`src/rtl/rc4_key_search_ctrl_if.sv`:
```
// ----------------------------------------------------------------------------
// rc4_key_search_ctrl_if
//   Link between the key-search controller and the RC4 KSA/decrypt pipeline.
//
//   Signals:
//     dec_reset  controller -> decryptor  one-cycle pipeline reset pulse
//     dec_start  controller -> decryptor  one-cycle pipeline start pulse
//     dec_done   decryptor -> controller  done level, held until dec_reset
//     dec_msg    decryptor -> controller  decrypted bytes, stable while done
//
//   Modports:
//     master  the key-search controller
//     slave   the decryptor (or a behavioural model of it)
// ----------------------------------------------------------------------------
interface rc4_key_search_ctrl_if #(
  parameter int MSG_DEP   = 32,
  parameter int MSG_WIDTH = 8
);

  logic                 dec_reset;
  logic                 dec_start;
  logic                 dec_done;
  logic [MSG_WIDTH-1:0] dec_msg [MSG_DEP];

  modport master (
    output dec_reset,
    output dec_start,
    input  dec_done,
    input  dec_msg
  );

  modport slave (
    input  dec_reset,
    input  dec_start,
    output dec_done,
    output dec_msg
  );

endinterface

```
`src/rtl/rc4_key_search_ctrl.sv`:
```
// ----------------------------------------------------------------------------
// rc4_key_search_ctrl
//   Brute-force key search loop around the RC4 decryptor. Walks a candidate
//   key from KEY_START to KEY_END; for each key it resets and launches the
//   decrypt pipeline, waits for done, then scans the message one byte per
//   cycle for plaintext (a-z or space). Stops on the first passing key or
//   reports that the range is exhausted.
//
//   Ports:
//     clk              clock
//     reset            synchronous, active-high reset
//     i_start_search   level, sampled in IDLE to begin a search
//     dec_if           master side of the decryptor link (reset/start/done/msg)
//     o_secret_key     current candidate key, final value once found
//     o_busy           high while searching (not IDLE/FOUND/EXHAUSTED)
//     o_key_found      sticky, valid key is on o_secret_key
//     o_key_not_found  sticky, range exhausted without a match
//     o_attempts       number of keys scanned (only with the macro below)
//
//   Optional feature:
//     KEY_SEARCH_ATTEMPT_CNT_EN  adds the o_attempts counter output.
// ----------------------------------------------------------------------------
module rc4_key_search_ctrl #(
  parameter int                   MSG_DEP   = 32,
  parameter int                   MSG_WIDTH = 8,
  parameter int                   KEY_WIDTH = 24,
  parameter logic [KEY_WIDTH-1:0] KEY_START = '0,
  parameter logic [KEY_WIDTH-1:0] KEY_END   = 24'h3FFFFF
) (
  input  logic                     clk,
  input  logic                     reset,
  input  logic                     i_start_search,
  rc4_key_search_ctrl_if.master    dec_if,
  output logic [KEY_WIDTH-1:0]     o_secret_key,
  output logic                     o_busy,
  output logic                     o_key_found,
  output logic                     o_key_not_found
`ifdef KEY_SEARCH_ATTEMPT_CNT_EN
  ,
  output logic [KEY_WIDTH:0]       o_attempts
`endif
);

  localparam int IDX_W = (MSG_DEP > 1) ? $clog2(MSG_DEP) : 1;
  localparam logic [IDX_W-1:0] LAST_IDX = IDX_W'(MSG_DEP - 1);

  typedef enum logic [2:0] {
    S_IDLE,
    S_RESET_PIPE,
    S_LAUNCH,
    S_WAIT_DONE,
    S_SCAN,
    S_NEXT_KEY,
    S_FOUND,
    S_EXHAUSTED
  } state_t;

  state_t               r_state;
  logic [IDX_W-1:0]     r_idx;
  logic [KEY_WIDTH-1:0] r_key;
  logic                 r_dec_reset;
  logic                 r_dec_start;
  logic                 r_busy;
  logic                 r_found;
  logic                 r_not_found;
`ifdef KEY_SEARCH_ATTEMPT_CNT_EN
  logic [KEY_WIDTH:0]   r_attempts;
`endif

  logic [MSG_WIDTH-1:0] w_byte;
  logic                 w_byte_ok;

  // Plaintext test on the byte currently addressed by the scan index.
  assign w_byte    = dec_if.dec_msg[r_idx];
  assign w_byte_ok = ((w_byte >= MSG_WIDTH'(8'h61)) && (w_byte <= MSG_WIDTH'(8'h7A))) ||
                     (w_byte == MSG_WIDTH'(8'h20));

  // Pulse outputs are set on the transition into their state so that the
  // registered pulse is high for exactly the cycle spent in that state.
  // o_busy is likewise computed from the next state.
  always_ff @(posedge clk) begin
    if (reset) begin
      r_state     <= S_IDLE;
      r_idx       <= '0;
      r_key       <= KEY_START;
      r_dec_reset <= 1'b0;
      r_dec_start <= 1'b0;
      r_busy      <= 1'b0;
      r_found     <= 1'b0;
      r_not_found <= 1'b0;
`ifdef KEY_SEARCH_ATTEMPT_CNT_EN
      r_attempts  <= '0;
`endif
    end else begin
      r_dec_reset <= 1'b0;
      r_dec_start <= 1'b0;
      case (r_state)
        S_IDLE: begin
          if (i_start_search) begin
            r_key       <= KEY_START;
            r_dec_reset <= 1'b1;
            r_busy      <= 1'b1;
            r_state     <= S_RESET_PIPE;
          end
        end
        S_RESET_PIPE: begin
          r_dec_start <= 1'b1;
          r_state     <= S_LAUNCH;
        end
        S_LAUNCH: begin
          r_idx   <= '0;
          r_state <= S_WAIT_DONE;
        end
        S_WAIT_DONE: begin
          // Done cannot be stale here: dec_reset cleared it before launch.
          if (dec_if.dec_done) begin
            r_state <= S_SCAN;
`ifdef KEY_SEARCH_ATTEMPT_CNT_EN
            r_attempts <= r_attempts + (KEY_WIDTH + 1)'(1);
`endif
          end
        end
        S_SCAN: begin
          if (!w_byte_ok) begin
            r_state <= S_NEXT_KEY;
          end else if (r_idx == LAST_IDX) begin
            r_found <= 1'b1;
            r_busy  <= 1'b0;
            r_state <= S_FOUND;
          end else begin
            r_idx <= r_idx + IDX_W'(1);
          end
        end
        S_NEXT_KEY: begin
          // KEY_END bounds the increment, so the key never wraps.
          if (r_key == KEY_END) begin
            r_not_found <= 1'b1;
            r_busy      <= 1'b0;
            r_state     <= S_EXHAUSTED;
          end else begin
            r_key       <= r_key + KEY_WIDTH'(1);
            r_dec_reset <= 1'b1;
            r_state     <= S_RESET_PIPE;
          end
        end
        S_FOUND, S_EXHAUSTED: begin
          r_state <= r_state;
        end
        default: begin
          r_state <= S_IDLE;
          r_busy  <= 1'b0;
        end
      endcase
    end
  end

  assign dec_if.dec_reset = r_dec_reset;
  assign dec_if.dec_start = r_dec_start;
  assign o_secret_key     = r_key;
  assign o_busy           = r_busy;
  assign o_key_found      = r_found;
  assign o_key_not_found  = r_not_found;
`ifdef KEY_SEARCH_ATTEMPT_CNT_EN
  assign o_attempts       = r_attempts;
`endif

endmodule

```
`src/flat_wrapper.sv`:
```
// flat-port wrapper written by rule: the top's interface ports become plain ports
module rc4_key_search_ctrl_flat 
#(
  parameter int                   MSG_DEP   = 32,
  parameter int                   MSG_WIDTH = 8,
  parameter int                   KEY_WIDTH = 24,
  parameter logic [KEY_WIDTH-1:0] KEY_START = '0,
  parameter logic [KEY_WIDTH-1:0] KEY_END   = 24'h3FFFFF
)
  (clk, reset, i_start_search, o_secret_key, o_busy, o_key_found, o_key_not_found, dec_if_dec_reset, dec_if_dec_start, dec_if_dec_done, dec_if_dec_msg);
  rc4_key_search_ctrl_if #(.MSG_DEP(MSG_DEP), .MSG_WIDTH(MSG_WIDTH)) dec_if_i ();
  input  logic clk;
  input  logic reset;
  input  logic i_start_search;
  output logic [KEY_WIDTH-1:0] o_secret_key;
  output logic o_busy;
  output logic o_key_found;
  output logic o_key_not_found;
  output wire logic [$bits(dec_if_i.dec_reset)-1:0] dec_if_dec_reset;
  output wire logic [$bits(dec_if_i.dec_start)-1:0] dec_if_dec_start;
  input wire logic [$bits(dec_if_i.dec_done)-1:0] dec_if_dec_done;
  input wire logic [$bits(dec_if_i.dec_msg)-1:0] dec_if_dec_msg;
  assign dec_if_dec_reset = dec_if_i.dec_reset;
  assign dec_if_dec_start = dec_if_i.dec_start;
  assign dec_if_i.dec_done = dec_if_dec_done;
  assign dec_if_i.dec_msg = {>>{dec_if_dec_msg}};
  rc4_key_search_ctrl #(.MSG_DEP(MSG_DEP), .MSG_WIDTH(MSG_WIDTH), .KEY_WIDTH(KEY_WIDTH), .KEY_START(KEY_START), .KEY_END(KEY_END)) u_core (.clk(clk), .reset(reset), .i_start_search(i_start_search), .dec_if(dec_if_i), .o_secret_key(o_secret_key), .o_busy(o_busy), .o_key_found(o_key_found), .o_key_not_found(o_key_not_found));
endmodule
```
`config.mk`:
```
export PLATFORM = sky130hd
export DESIGN_NAME = rc4_key_search_ctrl_flat
export DESIGN_NICKNAME = d
export VERILOG_FILES = /design/src/rtl/rc4_key_search_ctrl_if.sv /design/src/rtl/rc4_key_search_ctrl.sv /design/src/flat_wrapper.sv
export SDC_FILE = /design/constraint.sdc
export NUM_CORES = 1
export LEC_CHECK = 0
export ABC_AREA = 1
export ABC_CLOCK_PERIOD_IN_PS = 2000
export CORE_AREA = 2 2 119 121
export CTS_CLUSTER_DIAMETER = 100
export DETAILED_ROUTE_END_ITERATION = 8
export DIE_AREA = 0 0 121 123
export PLACE_DENSITY_LB_ADDON = 0.15
export SYNTH_ARGS = -nofsm -noshare
export SYNTH_HDL_FRONTEND = slang
export SYNTH_SLANG_ARGS = --single-unit
```
`constraint.sdc`:
```
create_clock -name clk -period 2 [get_ports clk]
set_input_delay 0.4 -clock clk [delete_from_list [all_inputs] [get_ports clk]]
set_output_delay 0.4 -clock clk [all_outputs]
set_load 0.02 [all_outputs]
```
Word-level counts from Yosys, hierarchy flattened:

Index checks and enable logic that the tools add are counted.

* add/sub/neg operators: 2
* shifts and indexed selects: 0
* multiply operators: 0
* order comparisons: 3
* reduce and logical (&&, ||, !) cells: 13
* bitwise operators: 2
* div/mod/pow operators: 0
* equal/unequal tests: 18
* multiplexer cells: 24

Operator list (count)
* 24-bit 2-to-1 mux: 2
* 24-bit one-hot mux with 2 select lines: 1
* 8-bit binary-select mux with 5-bit select: 1
* 24-bit by 1-bit adder with 24-bit output, second input constant: 1
* 24-bit by 22-bit == test with 1-bit output, second input constant: 1
* 3-bit one-hot mux with 6 select lines: 1
* 8-bit 2-to-1 mux: 2
* 3-bit 2-to-1 mux: 5
* 3-bit == test, second input constant: 4
* 5-bit 2-to-1 mux: 2
* 5-bit one-hot mux with 2 select lines: 1
* 3-bit AND reduction: 3
* 8-bit by 6-bit == test with 1-bit output, second input constant: 1
* 8-bit by 7-bit greater-or-equal comparator with 1-bit output, second input constant: 1
* 8-bit by 7-bit <= comparator with 1-bit output, second input constant: 1
* 2-bit inequality test, second input constant: 4
* 1-bit 2-to-1 mux: 7
* 3-bit by 2-bit == test with 1-bit output, second input constant: 2
* 6-bit greater-or-equal comparator, second input constant: 1
* 2-bit by 1-bit inequality test with 1-bit output, second input constant: 3
* 5-bit NOT with 6-bit output: 1
* 5-bit by 1-bit adder with 5-bit output, second input constant: 1
* 5-bit == test, second input constant: 1
* 5-bit AND reduction: 1
* other kinds (13): 14

* flip-flop bits (word level): 37
* memories: 0
* RAM bits: 0
* memory bits (read-only): 0
* output and inout port bits: 29
* word-level logic and storage cells: 70
* bits in latches: 0

Depth between registers and ports, before layout:

* depth in word-level cells: 9
* mapped depth: 21

Least setup slack after synthesis:

No wires, ideal clock.

* path kind: reg-to-reg
* start: register u_core.r_key[16] (netlist: u_core.o_secret_key[16])
* end: register u_core.r_key[17] (netlist: u_core.o_secret_key[17])
* setup time: 0.115 ns
* path buffers: 0
* arrival time: 1.962 ns
* required time: 1.885 ns
* clock period less this slack: 2.078 ns
* cell stages (with the launch flop): 18
* setup slack: -0.078 ns
* cells stage by stage: dfxtp_1 nand2_1 nor2_1 inv_1 nor2_4 nand2_1 nor2_1 nand2_2 nand3_4 nor2_4 nand3_1 nor2_1 nand2_1 nor2_2 nand2_1 inv_2 a21oi_1 nor2_1

* cells in the longest elaborated chain, start to end: 3

RTL lines
* start: declaration: RTL line rc4_key_search_ctrl.sv:60 `logic [KEY_WIDTH-1:0] r_key;`
* start signal: assignment: RTL line rc4_key_search_ctrl.sv:141 `r_key <= r_key + KEY_WIDTH'(1);`
* 24-bit by 1-bit adder with 24-bit output / 24-bit by 22-bit == test with 1-bit output (equally long branches): RTL line rc4_key_search_ctrl.sv:141, rc4_key_search_ctrl.sv:136
* 24-bit 2-to-1 mux / 2-bit inequality test (equally long branches)
* 24-bit one-hot mux with 2 select lines / 3-bit AND reduction (equally long branches)

Several ways; a longest one is shown, not always the timed one. The select of a mux whose other input is x is not followed.
A chain may end at the register's enable or synchronous reset.

Worst setup path in the final report:

* start: register u_core.r_idx[0]
* end: register u_core.r_idx[1]

* cells in the longest elaborated chain, start to end: 9

RTL lines
* start: declaration: RTL line rc4_key_search_ctrl.sv:59 `logic [IDX_W-1:0] r_idx;`
* start signal: assignment: RTL line rc4_key_search_ctrl.sv:131 `r_idx <= r_idx + IDX_W'(1);`
* 5-bit NOT with 6-bit output (implied by the code): RTL line rc4_key_search_ctrl.sv:74 `assign w_byte = dec_if.dec_msg[r_idx];`
* 8-bit binary-select mux with 5-bit select: RTL line rc4_key_search_ctrl.sv:74
* 8-bit 2-to-1 mux (implied by the code) (2 in a row): RTL line rc4_key_search_ctrl.sv:74
* 8-bit by 7-bit greater-or-equal comparator with 1-bit output / 8-bit by 7-bit <= comparator with 1-bit output (equally long branches): RTL line rc4_key_search_ctrl.sv:75 `assign w_byte_ok = ((w_byte >= MSG_WIDTH'(8'h61)) && (w_byte <= MSG_WIDTH'(8'h7A))) ||`
* 1-bit logical AND: RTL line rc4_key_search_ctrl.sv:75
* 1-bit logical OR: RTL line rc4_key_search_ctrl.sv:75
* 2-bit by 1-bit inequality test with 1-bit output (no source line)
* 3-bit AND reduction (no source line)

Several ways; a longest one is shown, not always the timed one. The select of a mux whose other input is x is not followed.

==> flow_summary.toml <==
[layout]
num-fill-cells = 1326
nNetsFinal = 1473
post-route-util_pct = 63.77
drive_gt1_share_pct = 13.71
finalNonFillerCells = 1392
area_delta_synth_final_pct = 90.24
stdcell_area_sq_um = 8681

[yosys]
synth_cell_types = 38
synth_fp_nets = 1141
netlist.area_leader.share_pct = 29.45
synth.largest_area_cell = "nand2_1"
ys_seq_area_share_pct = 16.23
synth_flop_cell = "dfxtp_1"
synth_edf_count = 0
avgSynthCellArea_sq_um = 5.197
postSynthCellCount = 878
synth-async-reset-ratio_pct = 0
synth_area_sq_um = 4563
ys_top_cells_by_area = "nand2_1 29%, nand3_1 21%, dfxtp_1 16%"
ys_ff_latch = 37
yosysWarningCount = 0

[placed_design]
gp_routability_congestion = 0.9100
place_hpwl_um = 15890
dp.cells = 1373
placed_area_sq_um = 8143
io_buffers = 288

[routing]
drt-initial-drc-count = 377
via_count = 6786
drc = 0
via_per_inst = 4.875
ant_nets = 0
wl_per_cell_um = 14.85
wirelength_um = 20680
first_pass_iters = 4

[clock_tree]
clock-sinks = 37
postCtsHoldBufs = 0
cts_tree = "done"
htree_levels = 2
clk_pin_slew_ns = 0.06
root_buffer = "clkbuf_16"
cts_made_buffers = 5
clock_latency_ns = 0.28
clockBufferDepth = 2

[floorplanning]
rows = 43
dieArea_sq_um = 14880
num_io_pins = 289
die_w_um = 121
start_util_pct = 33.52
core_sq_um = 13610
die_h_um = 123

[pwr]
p_int_mw = 3.528
switching_power_mw = 2.964
clkPwrFrac_pct = 11.6
p_comb_share_pct = 74.7
leakagePower_nw = 3.756
power_frac_seq_pct = 13.7
peakVddDrop_mv = 0.6034
power.density_nw_per_um2 = 747.9
swShare_pct = 45.66

[sta]
fin_skew_ns = 0.006009
max_freq_ghz = 0.4618
final-setup-viol-count = 10
hold_viol = 0
rsz0062_at_grt = "yes"
tightest_slew_ns = 0.3850
fin_crit_sh_pct = 108.3
timing.final.crit_period_ns = 2.165
drv_slew = 0
relSlewSlack_pct = 74.30
setup_ws_ns = -0.1653

[worst_setup_path]
cp_slowest_cell = "dfxtp_4"
end_kind = "register"
cp_slowest_stage_delay_ns = 0.42
rr_worst_depth = 17
crit_fanout = 8
crit_cells = 17
crit_start = "u_core.r_idx[0]$_SDFFE_PP0P_"
critical_path_arrival_ns = 2.34
endpoint = "u_core.r_idx[1]$_SDFFE_PP0P_"
cp_cell_sequence = "buf_12 -> clkbuf_16 -> nand2_1 -> nand3_1 -> nand3_1 -> nand2_1 -> nand2_1 -> nand3_1 -> nand2_2 -> nand2_2 -> nor2_2 -> a21oi_4 -> nand3_2 -> nand2_4 -> nand2_4 -> a21oi_2 -> nor2_1"
rrSetupSlack_ns = -0.17
worst-path-buf-inv = 2
r2r-start = "u_core.r_idx[0]$_SDFFE_PP0P_"
crit_family = "simple AND/OR/NAND/NOR gates"
crit_type = "reg2reg"
start_kind = "register"
rr_endpoint = "u_core.r_idx[1]$_SDFFE_PP0P_"
cp.required_ns = 2.17

[outcome]
status = "complete, but fails checks"
violations = "negative setup slack"

[hold_path]
hold_path_class = "reg2reg"
hold_path_startpoint = "u_core.o_busy$_SDFFE_PP0P_"

[grt]
antenna_found_initial = 1
grt_pass1_vias = 6383
grt_start_max_net_pins = 32
grt_pass1_wl_um = 31530
gr-usage-all-layers_pct = 26.46
grt.overflow.total = 0

[flow_run]
cap_violations = 0
-- per-stage QoR --
step | TNS [ns] | worst slack, ns | total power [mW] | hold slack [ns]
6_report | -1.186 | -0.1653 | 6.492 | 0.4753
3_5_place_dp | -4.918 | -0.4098 | 5.240 | 0.4640
2_1_floorplan | 0 | 0.0004734 | 3.631 | 0.4965
4_1_cts | -0.8750 | -0.1190 | 6.330 | 0.4807
3_3_place_gp | -4.624 | -0.4066 | 5.212 | 0.4512
5_1_grt | -3.281 | -0.3613 | 7.072 | 0.4972
-- synth_stat cells, types with 3 or more instances --
master	count
buf_6	9
nand4_1	6
nor2_2	3
nand3_1	195
nor2_1	66
nor4_1	3
inv_2	5
o21ai_0	16
nand2_1	358
a21oi_1	31
buf_2	25
buf_4	8
nor3_1	14
ha_1	3
inv_1	55
clkbuf_1	8
o21ai_1	5
dfxtp_1	37
o21a_1	3
-- power by group through the flow --
| stage | clock network [mW] | registers, mW | logic [mW] |
|---|---|---|---|
| floorplan | 0 | 0.885 | 2.75 |
| global placement | 0 | 0.891 | 4.32 |
| detailed placement | 0 | 0.891 | 4.35 |
| CTS | 0.772 | 0.886 | 4.67 |
| global route | 0.808 | 0.898 | 5.37 |
| finish | 0.752 | 0.889 | 4.85 |
-- state kept, by name, summed over array words and instances (netlist names) --
name and count:
u_core.r_state 3, u_core.dec_if.dec_reset 1, u_core.dec_if.dec_start 1, u_core.o_busy 1, u_core.o_secret_key 24, u_core.r_idx 5
u_core.o_key_not_found 1, u_core.o_key_found 1
-- kinds of logic after synthesis --
| group | after synthesis | share of synthesized area, % |
|---|---|---|
| AND/OR/NAND/NOR | 659 | 62.38 |
| buffers and inverters | 114 | 12.50 |
| AO/OA/AOI/OAI | 63 | 7.678 |
| flip-flops | 37 | 16.23 |
| adder cells (fa/ha/maj) | 3 | 0.8227 |
| XOR/XNOR | 2 | 0.3839 |
-- area by class of cell --
cell class                 count  area (sq um)  area share, %
sequential                    37         752.0          8.662
multi-input combinational    727          3413          39.32
clock inverter                 2         10.01         0.1153
inverter                      61         239.0          2.753
tap                          180         225.2          2.594
clock buffer                   6         128.9          1.485
antenna                        1         2.502        0.02883
timing repair buffer         378          3910          45.04
-- metal layers --
| layer | track usage (%) | up-vias | part of all wire, % | wire (um) |
|---|---|---|---|---|
| li1 | - | 3512 | - | - |
| met1 | 31.94 | 2971 | 42 | 8757 |
| met2 | 45.44 | 246 | 45 | 9361 |
| met3 | 5.996 | 57 | 8.1 | 1683 |
| met4 | 10.76 | 0 | 4.2 | 874 |
| met5 | 0 | - | 0 | 0 |
-- how the worst min path moves through the flow --
stage,slack (ns),endpoint,depth (start not counted)
final,0.48,u_core.o_busy$_SDFFE_PP0P_,2
after global routing,0.50,u_core.o_key_found$_SDFFE_PP0P_,1
after CTS,0.48,u_core.o_key_found$_SDFFE_PP0P_,1
after detailed placement,0.46,u_core.o_key_found$_SDFFE_PP0P_,1
after global placement,0.45,u_core.o_busy$_SDFFE_PP0P_,2
after floorplan,0.50,u_core.dec_if.dec_start$_SDFF_PP0_,2
-- repair_timing --
action                                  4_1_cts  5_1_grt
endpoints found under the setup margin       17       21
setup buffers                                 2        2
gates cloned                                  3        3
pin swaps                                     3       12
hold endpoints to repair                      0        0
gates resized for setup                      32       33
-- cells in the final DEF (no fill, tap or decap), drive strengths merged, types with 2 or more instances in the layout --
cell type,Yosys,final
nand4,6,6
and2,2,2
a31oi,2,2
nand2,362,362
dfxtp,37,37
o21ai,22,22
xor2,2,2
a211oi,2,2
o21a,3,3
clkdlybuf4s50,0,288
nor2,71,71
or2,2,2
a21oi,32,32
nor4,3,3
clkbuf,8,9
ha,3,3
inv,61,61
buf,45,87
clkinv,0,2
nor3,15,15
nand3,197,197
-- worst min-delay path, cell delays in order (launching register included) --
cell,delay [ns]
dfxtp_1,0.31
nand2_1,0.06
a21oi_1,0.05
(Power assumes the default switching activity.)
